$ cat config.mk
export PLATFORM = sky130hd
export DESIGN_NAME = adder
export DESIGN_NICKNAME = d
export VERILOG_FILES = /design/src/rtl/adder.sv
export SDC_FILE = /design/constraint.sdc
export NUM_CORES = 1
export LEC_CHECK = 0
export ABC_CLOCK_PERIOD_IN_PS = 800
export CAP_MARGIN = 20
export CELL_PAD_IN_SITES_DETAIL_PLACEMENT = 0
export CELL_PAD_IN_SITES_GLOBAL_PLACEMENT = 1
export CORE_AREA = 8 8 45 47
export CTS_CLUSTER_SIZE = 40
export DETAILED_ROUTE_END_ITERATION = 10
export DIE_AREA = 0 0 53 55
export PLACE_DENSITY_LB_ADDON = 0.08
export SLEW_MARGIN = 5
export SYNTH_ARGS = -nofsm -noshare
export SYNTH_HDL_FRONTEND = slang
export SYNTH_SLANG_ARGS = --single-unit
$ cat constraint.sdc
create_clock -name clk -period 0.8 [get_ports clk]
set_input_delay 0.24 -clock clk [delete_from_list [all_inputs] [get_ports clk]]
set_output_delay 0.24 -clock clk [all_outputs]
set_load 0.01 [all_outputs]
$ cat src/rtl/adder.sv
// Registered adder: c <= a + b with one cycle of latency and async active-high reset.
// Define ADDER_SIGNED_EN to treat a and b as two's complement (sign-extended before the add).
module adder #(
  parameter int unsigned WIDTH_IN  = 4,
  parameter int unsigned WIDTH_OUT = 8
) (
  input  logic                 clk,
  input  logic                 rst_n,
  input  logic [WIDTH_IN-1:0]  a,
  input  logic [WIDTH_IN-1:0]  b,
  output logic [WIDTH_OUT-1:0] c
);

  // Adder width: wide enough for a carry-out and for the full output width.
  localparam int unsigned EXT_W = (WIDTH_IN + 1 > WIDTH_OUT) ? (WIDTH_IN + 1) : WIDTH_OUT;

  generate
    if (WIDTH_IN < 1 || WIDTH_OUT < 1) begin : g_bad_width
      $fatal(1, "adder: WIDTH_IN and WIDTH_OUT must both be >= 1");
    end
  endgenerate

  logic [EXT_W-1:0] a_ext;
  logic [EXT_W-1:0] b_ext;

`ifdef ADDER_SIGNED_EN
  assign a_ext = EXT_W'($signed(a));
  assign b_ext = EXT_W'($signed(b));
`else
  assign a_ext = EXT_W'(a);
  assign b_ext = EXT_W'(b);
`endif

  // rst_n is asserted high despite its name; reset wins over a coincident clock edge.
  always_ff @(posedge clk or posedge rst_n) begin
    if (rst_n) begin
      c <= '0;
    end else begin
      c <= WIDTH_OUT'(a_ext + b_ext);
    end
  end

endmodule

==> results of run 1 <==
-- through the flow --
| stage | total power, mW | hold slack [ns] | instance area [µm²] |
|---|---|---|---|
| detailed placement | 0.552 | 0.447 | 459 |
| CTS | 0.835 | 0.194 | 495 |
| global placement | 0.550 | 0.446 | 459 |
| floorplan | 0.418 | 0.0185 | 314 |
| global route | 0.928 | 0.193 | 517 |
| finish | 0.849 | 0.195 | 517 |
-- power groups by stage --
stage | clock [mW] | combinational, mW | sequential (mW)
3_5_place_dp | 0 | 0.247 | 0.305
3_3_place_gp | 0 | 0.248 | 0.302
4_1_cts | 0.303 | 0.232 | 0.300
6_report | 0.288 | 0.259 | 0.302
2_1_floorplan | 0 | 0.0928 | 0.325
5_1_grt | 0.333 | 0.290 | 0.304
-- layout make-up --
cell class,count,area [µm²]
inverters,5,18.8
flip-flops and latches,5,125
fillers,144,867
multi-input cells,15,188
repair buffers,16,139
well taps,16,20.0
clock buffers,4,26.3
-- logic make-up (layout without fill, tap and decap cells) --
| family | after synthesis | after routing | share of synthesized area [%] |
|---|---|---|---|
| xor+xnor | 2 | 2 | 6.01 |
| compound gates | 3 | 3 | 7.30 |
| flops | 5 | 5 | 42.9 |
| buf+inv | 8 | 25 | 14.2 |
| other cells | 1 | 3 | 1.29 |
| fa+ha+maj | 5 | 5 | 24.0 |
| simple gates | 2 | 2 | 4.29 |
-- cells in the final DEF, fill, tap and decap left out --
cell type        Yosys  routed
buf_6                0       7
dfrtp_1              5       5
buf_2                0       5
inv_1                5       4
ha_4                 0       3
conb_1               1       3
clkbuf_4             0       3
dlygate4sd2_1        0       2
nor2b_1              1       1
o21ai_1              0       1
nand2b_1             1       1
a21o_1               1       1
a21oi_4              0       1
xnor2_2              0       1
xnor2_1              2       1
inv_2                0       1
fa_2                 0       1
ha_1                 4       1
clkbuf_1             0       1
clkdlybuf4s50_1      0       1
buf_4                3       1
-- path summary, 6_finish.rpt --
kind	end	slack (ns)	start	cells past startpoint
worst max-delay path	c[3]	-0.17	c[3]$_DFF_PP0_	1
min in group clk	c[0]$_DFF_PP0_	0.21	b[0]	2
max in group asynchronous	c[4]$_DFF_PP0_	0.44	rst_n	2
worst min-delay path	c[2]$_DFF_PP0_	0.19	rst_n	2
-- routing by layer --
layer / wire, µm / vias to the layer above / track usage (%)
met5: 0 / - / 0
met4: 36 / 0 / 7.76
met3: 94 / 5 / 3.21
met2: 290 / 15 / 8.20
met1: 203 / 102 / 4.01
li1: - / 110 / -
-- what timing repair did --
action                     4_1_cts  5_1_grt
gates resized for setup         54        5
cloned                           0        0
buffers inserted                 1        0
pin swaps                        9        8
setup endpoints to repair       10        9
==> metrics.md, run 1 <==
| Metric | Value |
|---|---|
| Asr flop ratio synth | `100%` |
| Number of diodes | `0` |
| Setup WS post-layout | `-0.170 ns` |
| Top reg by flops | `c` |
| Post-synth top flop | `dfrtp_1` |
| Comb pwr share | `30.5%` |
| Routability cong. | `0.655` |
| Kind of cell adding the most delay to the critical path | `flip-flops` |
| Clock root cell | `clkbuf_4` |
| Overflow after GRT | `0` |
| Final net count | `61` |
| Total negative slack | `-1.03 ns` |
| Sequential fraction of the synthesis area | `42.9%` |
| DRC viols | `0` |
| Routed wire per std cell | `10.2 µm` |
| Starting Density | `21.1%` |
| Post-synth design cell area | `292 µm²` |
| Status | `finished, violations left` |
| Largest net degree at the start of global routing | `6` |
| Failing checks | `setup timing` |
| Setup crit end kind | `output port` |
| First-pass DRT Iterations | `1` |
| Post-layout util | `a little under two fifths` |
| EDFF count, synth | `0` |
| Crit start category | `flop` |
| Synth area leaders | `dfrtp_1 (43%), ha_1 (17%), buf_4 (7.7%)` |
| Clock slew at reported path FFs | `0.04 ns` |
| Critical-path cell list | `buf_2` |
| Synth Register Bits | `5` |
| Vias in the first global route | `299` |
| Core area | `1380 µm²` |
| Port buffer count | `14` |
| Max VDD drop | `0.360 mV` |
| Post-synthesis cell type count | `12` |
| Max Fclk | `1030 MHz` |
| Gate Count Post-Synth | `26` |
| First-pass GRT wire length | `1.06 mm` |
| Final Hold Viols | `0` |
| Period utilisation layout | `121%` |
| Yosys top cell by area | `dfrtp_1` |
| IO Pins | `18` |
| Syn avg cell area | `11.2 µm²` |
| Layout area overhead | `77.3%` |
| Power density cells | `1640 nW/µm²` |
| CTS Buffer Depth | `2` |
| Warnings from Yosys | `0` |
| Share of total power in sequential cells | `35.6%` |
| Switching power | `between 200 and 250 µW` |
| Biggest registers after layout | `c (5)` |
| Die Span Y | `55 µm` |
| Hold Path Class | `primary input to async pin` |
| CP Buf/Inv Count | `1` |
| Sw frac | `between 20% and 30%` |
| Arrival time at the worst endpoint | `around 0.73 ns` |
| Top-area cell type share of the netlist area | `roughly 43%` |
| Worst EP required | `0.56 ns` |
| CP max-delay cell | `dfrtp_1` |
| Lkg Pwr | `0.255 nW` |
| Inserted Clock Buffers | `3` |
| Max incr delay on CP | `0.35 ns` |
| Antenna Nets Post-Route | `0` |
| Top cells by instance count after synthesis | `dfrtp_1 (5), inv_1 (5), ha_1 (4)` |
| Hold-fix buffers at CTS | `0` |
| DIE WIDTH | `approximately 53 µm` |
| TritonCTS clock tree | `yes` |
| Final setup viols | `9` |
| CP Class | `flop to output port` |
| Row count | `14` |
| Fin cells | `61` |
| Final WL | `623 µm` |
| Dpl cells | `56` |
| Die area | `2920 µm²` |
| Via/cell ratio | `3.80` |
| Internal | `629 µW` |
| Vias | `232` |
| Clk sink count | `5` |
| Pre-CTS setup slack | `-0.818 ns` |
| Initial antenna violation count | `0` |
| H-Tree Depth | `1` |
| Fraction of layout cells with a size suffix above 1 | `51.1%` |
| DRT iter0 DRCs | `0` |
| Clk network pwr share | `between 30% and 40%` |
| Tot GR Track Use | `~5.4%` |
| Maximum fanout along the worst path | `1` |
| Max reg flops | `5` |
| RSZ-0062 raised after global routing | `true` |
| Slew Limit Fails | `0` |
| Max-Cap Viols | `0` |
| Minimum clock period after layout | `0.970 ns` |
(Power assumes the default switching activity.)
==> run 2, diff against run 1 <==
--- a/config.mk
+++ b/config.mk
@@ -13,6 +13,7 @@
 export CTS_CLUSTER_SIZE = 40
 export DETAILED_ROUTE_END_ITERATION = 10
 export DIE_AREA = 0 0 53 55
+export DONT_BUFFER_PORTS = 1
 export PLACE_DENSITY_LB_ADDON = 0.08
 export SLEW_MARGIN = 5
 export SYNTH_ARGS = -nofsm -noshare
==> metrics.md, run 2 (synthesis gave the netlist of run 1 again) <==
| Metric | Value |
|---|---|
| First-pass GRT wire length | `862 µm` |
| Slew Limit Fails | `0` |
| Top reg by flops | `c` |
| Routing usage on met1 | `3.24%` |
| Layout area overhead | `26.2%` |
| Port buffer count | `0` |
| Lkg Pwr | `around 0.17 nW` |
| CTS Buffer Depth | `2` |
| IO Pins | `18` |
| Busiest grt layer | `met4` |
| Vias in the first global route | `228` |
| Antenna Nets Post-Route | `0` |
| Routed wire per std cell | `12.3 µm` |
| Via/cell ratio | `3.89` |
| Setup WS post-layout | `-0.0810 ns` |
| Final setup viols | `6` |
| Met2 usage | `around 6.6%` |
| RSZ-0062 raised after global routing | `true` |
| Die Span Y | `roughly 55 µm` |
| Status | `finished, violations left` |
| Crit start category | `flop` |
| DRT iter0 DRCs | `1` |
| Number of diodes | `0` |
| Final net count | `47` |
| Biggest registers after layout | `c (5)` |
| Pre-CTS setup slack | `-0.261 ns` |
| Fraction of layout cells with a size suffix above 1 | `between 20% and 30%` |
| Minimum clock period after layout | `approximately 0.9 ns` |
| Max-Cap Viols | `0` |
| Period utilisation layout | `110%` |
| Max reg flops | `5` |
| Most frequent cells in the layout | `dfrtp_1 (5), inv_1 (4), conb_1 (3), clkbuf_4 (3)` |
| Post-layout util | `26.6%` |
| Max VDD drop | `0.246 mV` |
| Inserted Clock Buffers | `3` |
| CP Class | `flop to output port` |
| Final WL | `577 µm` |
| DRC viols | `0` |
| Clock root cell | `clkbuf_4` |
| Starting Density | `about a fifth` |
| Die area | `roughly 3000 µm²` |
| Largest net degree at the start of global routing | `6` |
| Power density cells | `roughly 2000 nW/µm²` |
| Clock slew at reported path FFs | `0.04 ns` |
| Failing checks | `setup timing` |
| Setup crit end kind | `output port` |
| Max Fclk | `approximately 1100 MHz` |
| Crit path from | `c[3]$_DFF_PP0_` |
| Overflow after GRT | `0` |
| GRT met3 Usage | `2.94%` |
| Arrival time at the worst endpoint | `0.64 ns` |
| DIE WIDTH | `approximately 53 µm` |
| DPL Wire Length | `488 µm` |
| Vias | `between 150 and 200` |
| Final Hold Viols | `0` |
| Core area | `1380 µm²` |
| Routability cong. | `0.661` |
| Critical Path Stages | `0` |
| Worst EP required | `0.56 ns` |
| Tot GR Track Use | `4.62%` |
| Number of setup buffers added after CTS | `0` |
| Initial antenna violation count | `0` |
| First-pass DRT Iterations | `2` |
| Clk sink count | `5` |
| Hold Path Class | `primary input to flop` |
| H-Tree Depth | `1` |
| Maximum fanout along the worst path | `1` |
| Row count | `14` |
| CP endpoint | `c[3]` |
| TritonCTS clock tree | `yes` |
| Commonest non-fill, non-tap cell in the layout | `dfrtp_1` |
==> run 2: worst min-delay path by stage <==
stage	cells after the start	slack, ns	end	from
2_1_floorplan	1	0.02	c[0]$_DFF_PP0_	rst_n
3_3_place_gp	1	0.03	c[1]$_DFF_PP0_	rst_n
3_5_place_dp	1	0.03	c[1]$_DFF_PP0_	rst_n
4_1_cts	1	0.12	c[0]$_DFF_PP0_	b[0]
5_1_grt	1	0.11	c[0]$_DFF_PP0_	b[0]
6_report	1	0.13	c[0]$_DFF_PP0_	b[0]
==> run 2: what timing repair did <==
item	in CTS	in global routing
setup endpoints to repair	6	7
hold buffers	1	0
gates resized for setup	1	1
pin swaps	0	3
hold endpoints to repair	5	0
==> run 2: metal layers <==
metal | up-vias | wire length, µm
li1 | 82 | -
met1 | 81 | 175
met2 | 15 | 262
met3 | 5 | 103
met4 | 0 | 36
met5 | - | 0
==> run 2: cell type report <==
class / instances / area [µm²]
inverters: 5 / 18.8
repair buffers: 2 / 17.5
fillers: 145 / 1020
flip-flops and latches: 5 / 125
multi-input cells: 15 / 160
clock buffers: 4 / 26.3
well taps: 16 / 20.0
==> run 2: power by group <==
part | switching (mW) | internal, mW
Combinational | 0.0529 | 0.0579
Sequential | 0.0340 | 0.292
Clock | 0.104 | 0.189
==> run 2: through the flow <==
step	std cells	total power, mW	TNS (ns)	area (µm²)	hold slack (ns)
finish	47	0.730	-0.396	368	0.130
global route	47	0.797	-0.597	368	0.111
CTS	47	0.745	-0.455	355	0.121
detailed placement	42	0.439	-0.953	319	0.0343
global placement	42	0.435	-0.965	319	0.0307
floorplan	28	0.418	-0.767	314	0.0185
